--- config.mk ---
export PLATFORM = sky130hd
export DESIGN_NAME = triple_sample_voter
export DESIGN_NICKNAME = d
export VERILOG_FILES = /design/src/rtl/triple_sample_voter.sv
export SDC_FILE = /design/constraint.sdc
export NUM_CORES = 1
export LEC_CHECK = 0
export ABC_AREA = 1
export CORE_ASPECT_RATIO = 0.9
export CORE_UTILIZATION = 45
export CTS_BUF_LIST = sky130_fd_sc_hd__clkbuf_4
export DETAILED_ROUTE_END_ITERATION = 10
export PLACE_DENSITY = 0.72
export SLEW_MARGIN = 5
export SYNTH_ARGS = -nofsm -noshare
export SYNTH_HDL_FRONTEND = slang
export SYNTH_SLANG_ARGS = --single-unit
--- constraint.sdc ---
create_clock -name clk -period 2.6 [get_ports clk]
set_input_delay 0.52 -clock clk [delete_from_list [all_inputs] [get_ports clk]]
set_output_delay 0.52 -clock clk [all_outputs]
set_load 0.02 [all_outputs]
--- src/rtl/triple_sample_voter.sv ---
// triple_sample_voter: packs three consecutive handshaked bits into a group,
// presents the 2-of-3 majority vote on a valid/ready output and keeps a
// saturating count of consumed groups that voted 1.
// Optional feature macro: TRIPLE_SAMPLE_VOTER_UNANIMOUS_EN adds out_unan and
// unan_count (all three group bits equal, and its saturating count).
module triple_sample_voter #(
    parameter int unsigned CNT_W = 8
) (
    input  logic             clk,
    input  logic             rst_n,
    input  logic             in_val,
    output logic             in_rdy,
    input  logic             in_bit,
    output logic             out_val,
    input  logic             out_rdy,
    output logic             out_bit,
    output logic [CNT_W-1:0] ones_count
`ifdef TRIPLE_SAMPLE_VOTER_UNANIMOUS_EN
    ,
    output logic             out_unan,
    output logic [CNT_W-1:0] unan_count
`endif
);

    localparam logic [CNT_W-1:0] CNT_ONE = CNT_W'(1);

    typedef enum logic {
        COLLECT = 1'b0,
        FULL    = 1'b1
    } state_t;

    state_t           state_q;
    logic [1:0]       idx_q;
    // Only the first two bits of a group are stored; the third bit is
    // consumed directly into the vote on the cycle it arrives.
    logic [1:0]       window_q;
    logic             out_bit_q;
    logic [CNT_W-1:0] ones_count_q;
    logic             vote_d;
    logic             ones_sat;
`ifdef TRIPLE_SAMPLE_VOTER_UNANIMOUS_EN
    logic             out_unan_q;
    logic [CNT_W-1:0] unan_count_q;
    logic             unan_d;
    logic             unan_sat;
`endif

    // Vote and saturation decodes for the completing group / counters.
    always_comb begin
        vote_d   = (window_q[0] & window_q[1]) |
                   (window_q[0] & in_bit)      |
                   (window_q[1] & in_bit);
        ones_sat = &ones_count_q;
`ifdef TRIPLE_SAMPLE_VOTER_UNANIMOUS_EN
        unan_d   = (window_q[0] == window_q[1]) && (window_q[1] == in_bit);
        unan_sat = &unan_count_q;
`endif
    end

    // Collect/present state machine with registered vote and statistics.
    always_ff @(posedge clk) begin
        if (!rst_n) begin
            state_q      <= COLLECT;
            idx_q        <= '0;
            window_q     <= '0;
            out_bit_q    <= 1'b0;
            ones_count_q <= '0;
`ifdef TRIPLE_SAMPLE_VOTER_UNANIMOUS_EN
            out_unan_q   <= 1'b0;
            unan_count_q <= '0;
`endif
        end else begin
            case (state_q)
                COLLECT: begin
                    if (in_val) begin
                        if (idx_q == 2'd2) begin
                            idx_q      <= '0;
                            out_bit_q  <= vote_d;
`ifdef TRIPLE_SAMPLE_VOTER_UNANIMOUS_EN
                            out_unan_q <= unan_d;
`endif
                            state_q    <= FULL;
                        end else begin
                            window_q[idx_q[0]] <= in_bit;
                            idx_q              <= idx_q + 2'd1;
                        end
                    end
                end
                FULL: begin
                    if (out_rdy) begin
                        state_q  <= COLLECT;
                        window_q <= '0;
                        if (out_bit_q && !ones_sat) begin
                            ones_count_q <= ones_count_q + CNT_ONE;
                        end
`ifdef TRIPLE_SAMPLE_VOTER_UNANIMOUS_EN
                        if (out_unan_q && !unan_sat) begin
                            unan_count_q <= unan_count_q + CNT_ONE;
                        end
`endif
                    end
                end
                default: begin
                    state_q <= COLLECT;
                end
            endcase
        end
    end

    assign in_rdy     = (state_q == COLLECT);
    assign out_val    = (state_q == FULL);
    assign out_bit    = out_bit_q;
    assign ones_count = ones_count_q;
`ifdef TRIPLE_SAMPLE_VOTER_UNANIMOUS_EN
    assign out_unan   = out_unan_q;
    assign unan_count = unan_count_q;
`endif

endmodule

==> summary by stage, run 1 <==
Status
The run finished with clean final reports.

Clock network
After clock tree synthesis, the clock-pin slew on the worst setup and hold paths is about 0.08 ns. The post-cts gate resize count is 0. The number of buffers inserted for hold repair after clock tree synthesis is 0. CTS built an H-tree with a depth of 1.

Once the clock tree was built, the setup fixing pass inserted 0 buffers. The TritonCTS clock tree is done. The number of buffers on the longest clock path is 2.

For the worst-skew pair, the clock arrives at the later sink with an insertion delay of approximately 0.28 ns. In this run, CTS created clock tree buffers numbering 3. The clock drives 14 sinks. The clock root buffer master is clkbuf_4.

Placed design
Once detailed placement completed, the half-perimeter wirelength came to roughly 1100 µm. The pre-CTS setup slack is ~0.85 ns. The congestion estimate from routability-driven global placement came to just under 0.8. The quantity of I/O buffers inserted on ports is 15.

STA
The headroom to the max-slew limit is 0.747. Setup repair after global routing left no endpoint under its margin. The period utilization is 0.731. The setup skew after layout is between 0.007 and 0.008 ns. After layout, the minimum clock period comes to around 1.9 ns.

The post-route worst setup slack is 0.700 ns. The count of final hold-check violations is 0. The highest clock rate is between 500 and 600 MHz.

The final sum of negative setup slack is 0 ns. Setup violations remaining at the end of the flow were counted as 0. The number of pins with negative max-slew slack in the final report is 0. Hold is met by 0.465 ns. For the pin with the worst max-slew slack, the measured transition is 0.379 ns.

Route
The DRC violation total after the first TritonRoute iteration is 7. The final route contains 718 vias. The total routed wirelength is between 1000 and 1500 µm. The count of nets left with antenna violations once routing finished came out at 0. The count of TritonRoute iterations in the first routing pass is 4.

For this run, design rule violations remaining after detail routing come to 0. After detailed routing, the average wire length per cell comes to approximately 9.8 µm. Dividing the detail-routed via count by the number of cells gives 4.75.

Min path
The end point of the worst hold path is window_q[0]$_SDFFE_PN0P_. The min-delay analysis places its worst path in the category reg -> reg. The launch point of the worst hold path is window_q[0]$_SDFFE_PN0P_. The worst hold path depth is 2.

Setup path
Tracing the worst setup path back leads to its startpoint at ones_count[2]$_SDFFE_PN0P_. The reg-to-reg critical path startpoint is ones_count[1]$_SDFFE_PN0P_. The critical path goes through clkdlybuf4s50_1.

The cell type of the slowest stage on the worst timing path is clkdlybuf4s50_1. In this design, the stage delay of the slowest critical-path cell is 0.65 ns. The worst register-to-register path ends at ones_count[6]$_SDFFE_PN0P_.

STA classifies the critical path endpoint as a primary output. The largest fanout of any net on the critical path is 7. The data arrival at the endpoint of the critical path is roughly 1.4 ns. At the worst endpoint, the required time is roughly 2.1 ns. The setup slack of the worst register-to-register path is between 1 and 1.5 ns.

The kind of start point of the critical path is a flip-flop. The critical path class is reg -> out. The gate family responsible for the most delay along the worst path is buffers and inverters. Measured in cells, the most critical reg-to-reg path has a length of 6.

Together, buffers and inverters on the worst path number 1.

Yosys
After synthesis, the most frequently instantiated cells are 25 x nand2_1, 17 x nor2_1, 16 x inv_1, 14 x dfxtp_1. The synthesized area per cell is 6.66 µm². In the post-synthesis netlist, the biggest area contributors are dfxtp_1 38%, nand2_1 13%, nor2_1 8.6%. The synthesized netlist occupies a cell area of around 740 µm².

After synthesis the netlist holds a flip-flop and latch count of 14. Synthesis instantiated 21 different standard cells from the library. In this run, synthesis inferred 0 flip-flops with an integrated enable. Synthesis produced a netlist with a net count of 117. For this run, asynchronously set or reset flops after synthesis account for 0.

The biggest area contributor in the post-synthesis netlist is dfxtp_1. The share of the Yosys chip area taken by registers is 0.379. The most used flip-flop cell after synthesis is dfxtp_1. The total of warnings raised by yosys is 0.

The count of mapped cells out of synthesis is around 110. The share of the synthesized area in the top cell type is 0.379. The dominant cell by count in the synthesized netlist is nand2_1.

Power
Of the total power, combinational logic draws 0.102. The proportion of power drawn by the clock network is 0.317. The peak ir drop on the vdd network is about 0.00039 V.

The leakage power summed over all cells is between 0.3 and 0.4 nW. The share of total power dissipated in sequential elements is 0.581. For this design the total switching power over the nets is about 95 µW. The cell-internal power is 292 µW. The proportion of total power due to net switching is 0.245. The areal power density over the cells is a little over 400 mW/mm².

Floorplan
The height of the die is around 40 µm. The placement row count is 13. The die covers approximately 0.0018 mm². The top-level port count is 16. The x dimension of the die is approximately 45 µm. The floorplan step defined a core boundary enclosing approximately 0.0015 mm². The initial utilization of the core area, before any placement, comes to 0.494.

GRT
The met2 capacity usage during global routing is 0.298. For met3 alone, demand over resource in global routing was 0.0811. After global routing, the most crowded layer is met2.

The via count of the first global-routing pass is ~580. The largest net degree at the start of global routing is 12. Summed over all layers, the global routing overflow is 0. In the global route stage, overall resource usage came out at 0.189. The global-route wire length before repair is ~2300 µm. The number of antenna violations at the first check in global routing is 0.

In the global route stage, met1 resource usage came out at 0.241.

Cells and area
The net count of the finished layout is approximately 140. In the final layout, the share of cells above drive strength 1 is 0.0853. The total inserted antenna cells is 0. The post-route core utilization is 0.627. The synthesis-to-layout area growth is 26.9%.

Job
Max-cap violations in this run came to 0.
==> power by group through the flow <==
stage	combinational (mW)	sequential, mW	clock, mW
final	0.0394	0.225	0.123
after detailed placement	0.0393	0.230	0
after floorplan	0.0242	0.230	0
after CTS	0.0396	0.225	0.130
after global placement	0.0393	0.230	0
after global routing	0.0449	0.226	0.140
==> cell families after synthesis <==
kind of cell / after synthesis / synth area share
xor+xnor: 1 / 0.0118
buf+inv: 17 / 0.0880
fa+ha+maj: 1 / 0.0169
compound gates: 18 / 0.137
simple gates: 60 / 0.367
flops: 14 / 0.379
==> worst max path at each step <==
stage / to / slack (ns) / cells past startpoint
final: ones_count[2] / 0.70 / 1
after global routing: out_bit / 0.62 / 1
after CTS: ones_count[2] / 0.69 / 1
after detailed placement: ones_count[7]$_SDFFE_PN0P_ / 0.85 / 8
after global placement: ones_count[7]$_SDFFE_PN0P_ / 0.87 / 8
after floorplan: ones_count[6]$_SDFFE_PN0P_ / 1.27 / 6
==> cells in the final DEF (no fill, tap or decap) <==
cell,instances
nand2_1,25
nor2_1,17
inv_1,16
clkdlybuf4s50_1,15
dfxtp_1,14
a21oi_1,8
nand3_1,8
o21ai_1,3
o21ai_0,3
clkbuf_4,3
nand2_2,2
nor2_2,2
o21bai_1,2
nand4_1,2
xor2_1,1
nor2_4,1
nand3_2,1
a21oi_2,1
nor3_1,1
nor3_2,1
o21a_1,1
ha_1,1
clkinv_1,1
==> layer usage <==
layer	up-vias	wire (µm)
met3	2	50
met4	0	13
li1	389	-
met5	-	0
met2	10	655
met1	317	754
==> stage by stage <==
stage	cells	power, mW	instance area [µm²]
2_1_floorplan	111	0.255	739
3_3_place_gp	147	0.269	912
3_5_place_dp	147	0.269	912
4_1_cts	151	0.395	938
5_1_grt	151	0.412	938
6_report	151	0.387	938
==> cell type report <==
cell class              instances  area (µm²)
clock buffers                   3        22.5
clock inverters                 1        3.75
fillers                       148         558
inverters                      16        60.1
multi-input cells              80         394
flip-flops and latches         14         280
well taps                      22        27.5
repair buffers                 15         150
==> sequential cells by signal (all words and copies together), names as in the netlist <==
signal / count
out_bit: 1
out_val: 1
window_q: 2
ones_count: 8
idx_q: 2
No activity file was read; power rests on OpenSTA's default activity.
==> run 2, diff against run 1 <==
--- a/config.mk
+++ b/config.mk
@@ -10,7 +10,7 @@
 export CORE_UTILIZATION = 45
 export CTS_BUF_LIST = sky130_fd_sc_hd__clkbuf_4
 export DETAILED_ROUTE_END_ITERATION = 10
-export PLACE_DENSITY = 0.72
+export PLACE_DENSITY = 0.75
 export SLEW_MARGIN = 5
 export SYNTH_ARGS = -nofsm -noshare
 export SYNTH_HDL_FRONTEND = slang
==> constraint.sdc (replaced) <==
create_clock -name clk -period 1.7 [get_ports clk]
set_input_delay 0.34 -clock clk [delete_from_list [all_inputs] [get_ports clk]]
set_output_delay 0.34 -clock clk [all_outputs]
set_load 0.02 [all_outputs]
==> run 2 against run 1 <==
Count of clock-buffer cells in the layout unchanged; cell count increased by 2.0%; clock skew decreased by 0.0013 ns; clock power increased by 59%; sequential power increased by 52%; flip-flop and latch count unchanged; die area unchanged; wire length increased by 11%; total power increased by 56%; register-to-register slack got worse by 0.93 ns; combinational power increased by 65%; sequential share of layout area decreased by 0.96 points; critical path type unchanged; highest routed layer unchanged.
==> summary by stage, run 2 (synthesis gave the netlist of run 1 again) <==
Floorplan
The core region area came to 0.00150 mm² (unchanged). The placement row count is 13 (unchanged). The die area was 0.00181 mm² (unchanged). The height of the die came to 40.5 µm (unchanged).

The starting density of the core is 0.494 (unchanged). The x dimension of the die is 44.7 µm (unchanged). The top-level port count is 16 (unchanged).

Power
The sequential group share of total power is 0.567 (-0.014). The switching power is 155 µW (+63%). The sum of internal, switching and leakage power is 605 µW (+56%).

The proportion of total power due to net switching is 0.256 (+0.0110). The combinational share of power is 0.108 (+0.006). The leakage power summed over all cells is 0.459 nW (+24%). The areal power density over the cells is 623 mW/mm² (+51%). The cell-internal power was 450 µW (+54%). The peak ir drop on the vdd network was 0.000476 V (+23%). The proportion of power drawn by the clock network is 0.325 (+0.008).

Clock network
The clock transition at the register clock pins on the worst setup and hold paths after CTS is 0.08 ns (about the same). The number of buffers inserted during clock tree synthesis is 3 (unchanged). The H-tree depth is 1 (unchanged).

TritonCTS built the clock tree. The number of buffers on the longest clock path came to 2 (unchanged). The clock latency on the worst-skew pair is 0.28 ns (about the same). The number of clock sinks is 14 (unchanged).

The clock root buffer master is clkbuf_4.

Cells and area
The final design area excluding fillers is 970 µm² (+3.3%). The fraction of final layout cells sized beyond drive strength 1 is 0.106 (+0.0208). The total inserted antenna cells was 0 (unchanged). The top cell types in the final layout, fill and taps aside, are 25 x nand2_1, 17 x nor2_1, 16 x inv_1.

The post-route core utilization is 0.648 (+0.0209). From synthesis to final layout, the design area changed by 31.1%. The final-stage net count is 139 (+2.2%). The flip-flop count of the largest register after layout is 8 (unchanged). The library cell used most frequently in the layout, excluding fill and tap cells, is nand2_1.

STA
The setup skew after layout is 0.00575 ns (-0.00126 ns). The slew at the pin closest to its max-slew limit is 0.262 ns (-0.116 ns). The final-report setup violation count is 0 (unchanged). Setup repair after global routing left no endpoint under its margin. Subtracting the final worst setup slack from the clock period gives 1.65 ns. The period utilization is 0.968. The headroom to the max-slew limit is 0.824 (+0.0770). The number of pins with negative max-slew slack in the final report is 0 (unchanged). The final sum of negative setup slack was 0 ns (unchanged).

The count of final hold-check violations was 0 (unchanged). Timing would allow up to approximately 610 MHz.

Setup path
The endpoint of the worst register-to-register path is ones_count[6]$_SDFFE_PN0P_. STA classifies the critical path startpoint as a flip-flop. Grouping stages by cell kind, the critical path spends the most delay in buffers and inverters.

The count of buffer and inverter cells on the critical path was 1 (unchanged). The data arrival at the endpoint of the critical path is 1.31 ns (-0.07 ns). The setup slack of the worst register-to-register path is 0.35 ns (-0.93 ns). The worst register-to-register path begins at ones_count[1]$_SDFFE_PN0P_. The depth of the worst register-to-register path is 6 (unchanged). The launch point of the worst path is ones_count[1]$_SDFFE_PN0P_. The sort of element at the end of the critical path is a primary output. The signal on the critical path passes through clkdlybuf4s50_1.

The required time at the endpoint of the critical path is 1.36 ns (-0.72 ns). The critical path class is reg -> out. The cell type of the slowest stage on the worst timing path is clkdlybuf4s50_1.

The largest fanout of any net on the critical path is 5 (-2). The worst stage delay on the critical path is 0.63 ns (-0.02 ns).

Route
The ratio of routed vias to standard cells is 4.74 (-0.31%). The DRC violation total after the first TritonRoute iteration is 12 (+5). The via count is 730 (+1.7%). The count of TritonRoute iterations in the first routing pass is 4 (unchanged). The total routed wirelength is 1640 µm (+11%). The average wire length per cell after detail routing is 10.6 µm (+8.9%).

The count of antenna-violating nets left after detailed routing is 0 (unchanged). The number of DRC violations after detailed routing was 0 (unchanged).

Min path
The worst hold path depth is 2 (unchanged). The path with the worst hold slack has its endpoint at window_q[0]$_SDFFE_PN0P_. The launch point of the worst hold path is window_q[0]$_SDFFE_PN0P_.

The min-delay analysis places its worst path in the category reg -> reg.

Placed design
The quantity of I/O buffers inserted on ports is 15 (unchanged). The HPWL reported at the end of detailed placement is 1260 µm (+12%). The final weighted congestion in routability-driven placement came to 0.816 (+4.3%).

The total cell area at the placement stage is 935 µm² (+2.5%).

Status
The flow ran to the end, and the final reports show no timing, DRC or antenna violations.

GRT
The number of antenna violations at the first check in global routing is 0 (unchanged). The global-route wire length before repair is 2590 µm (+11%). The total global routing overflow was 0 (unchanged).

The largest net degree at the start of global routing is 9 (-3). The combined global-route utilization of all metal layers is 0.207 (+0.0179). The via count of the first global-routing pass came to 635 (+9.9%).

Job
The max-cap violation count is 0 (unchanged).
run 2: cell types whose count changed in the layout (fill, tap and decap cells not counted), sizes merged:
cell / change
clkdlybuf4s50: -5
dlymetal6s2s: +4
buf: +3
dlygate4sd2: +1
run 2: worst max path at each step:
stage | end | slack (ns) | depth (start not counted)
after floorplan | ones_count[6]$_SDFFE_PN0P_ | 0.37 | 6
after global placement | ones_count[7]$_SDFFE_PN0P_ | 0.17 | 8
after detailed placement | ones_count[7]$_SDFFE_PN0P_ | 0.14 | 8
after CTS | ones_count[3] | 0.02 | 1
after global routing | ones_count[1] | 0.007 | 1
final | ones_count[1] | 0.05 | 1
run 2: stage by stage:
step / hold WS, ns / std cells / setup slack (ns)
2_1_floorplan: 0.438 / 111 / 0.375
3_3_place_gp: 0.453 / 150 / 0.167
3_5_place_dp: 0.466 / 150 / 0.136
4_1_cts: 0.478 / 154 / 0.0208
5_1_grt: 0.494 / 154 / 0.00661
6_report: 0.471 / 154 / 0.0543
run 2: power by group through the flow:
stage / sequential, mW / clock (mW) / combinational [mW]
floorplan: 0.352 / 0 / 0.0369
global route: 0.344 / 0.216 / 0.0726
detailed placement: 0.351 / 0 / 0.0655
CTS: 0.343 / 0.202 / 0.0655
finish: 0.343 / 0.196 / 0.0652
global placement: 0.350 / 0 / 0.0648
run 2: final cells by class:
cell class                      instances  area (µm²)
Inverter                               16        60.1
Clock inverter                          1        3.75
Tap cell                               22        27.5
Sequential cell                        14         280
Fill cell                             142         527
Clock buffer                            3        22.5
Timing Repair Buffer                   18         181
Multi-Input combinational cell         80         394
run 2: routing by layer:
metal  vias up  routed length, µm  track usage
met5         -                  0            0
met4         0                 14        0.114
met1       324                811        0.253
li1        394                  -            -
met2        10                773        0.349
met3         2                 37       0.0405
run 2: tightest hold or removal path: stages, from the launching register on:
cell and delay [ns]:
dfxtp_1 0.31, nand2_1 0.06, a21oi_1 0.05
run 2: repair_timing:
| item | in CTS | in global routing |
|---|---|---|
| setup endpoints to repair | 1 | 4 |
| setup buffers | 0 | 0 |
| hold buffers | 0 | 0 |
| resized for setup | 1 | 4 |
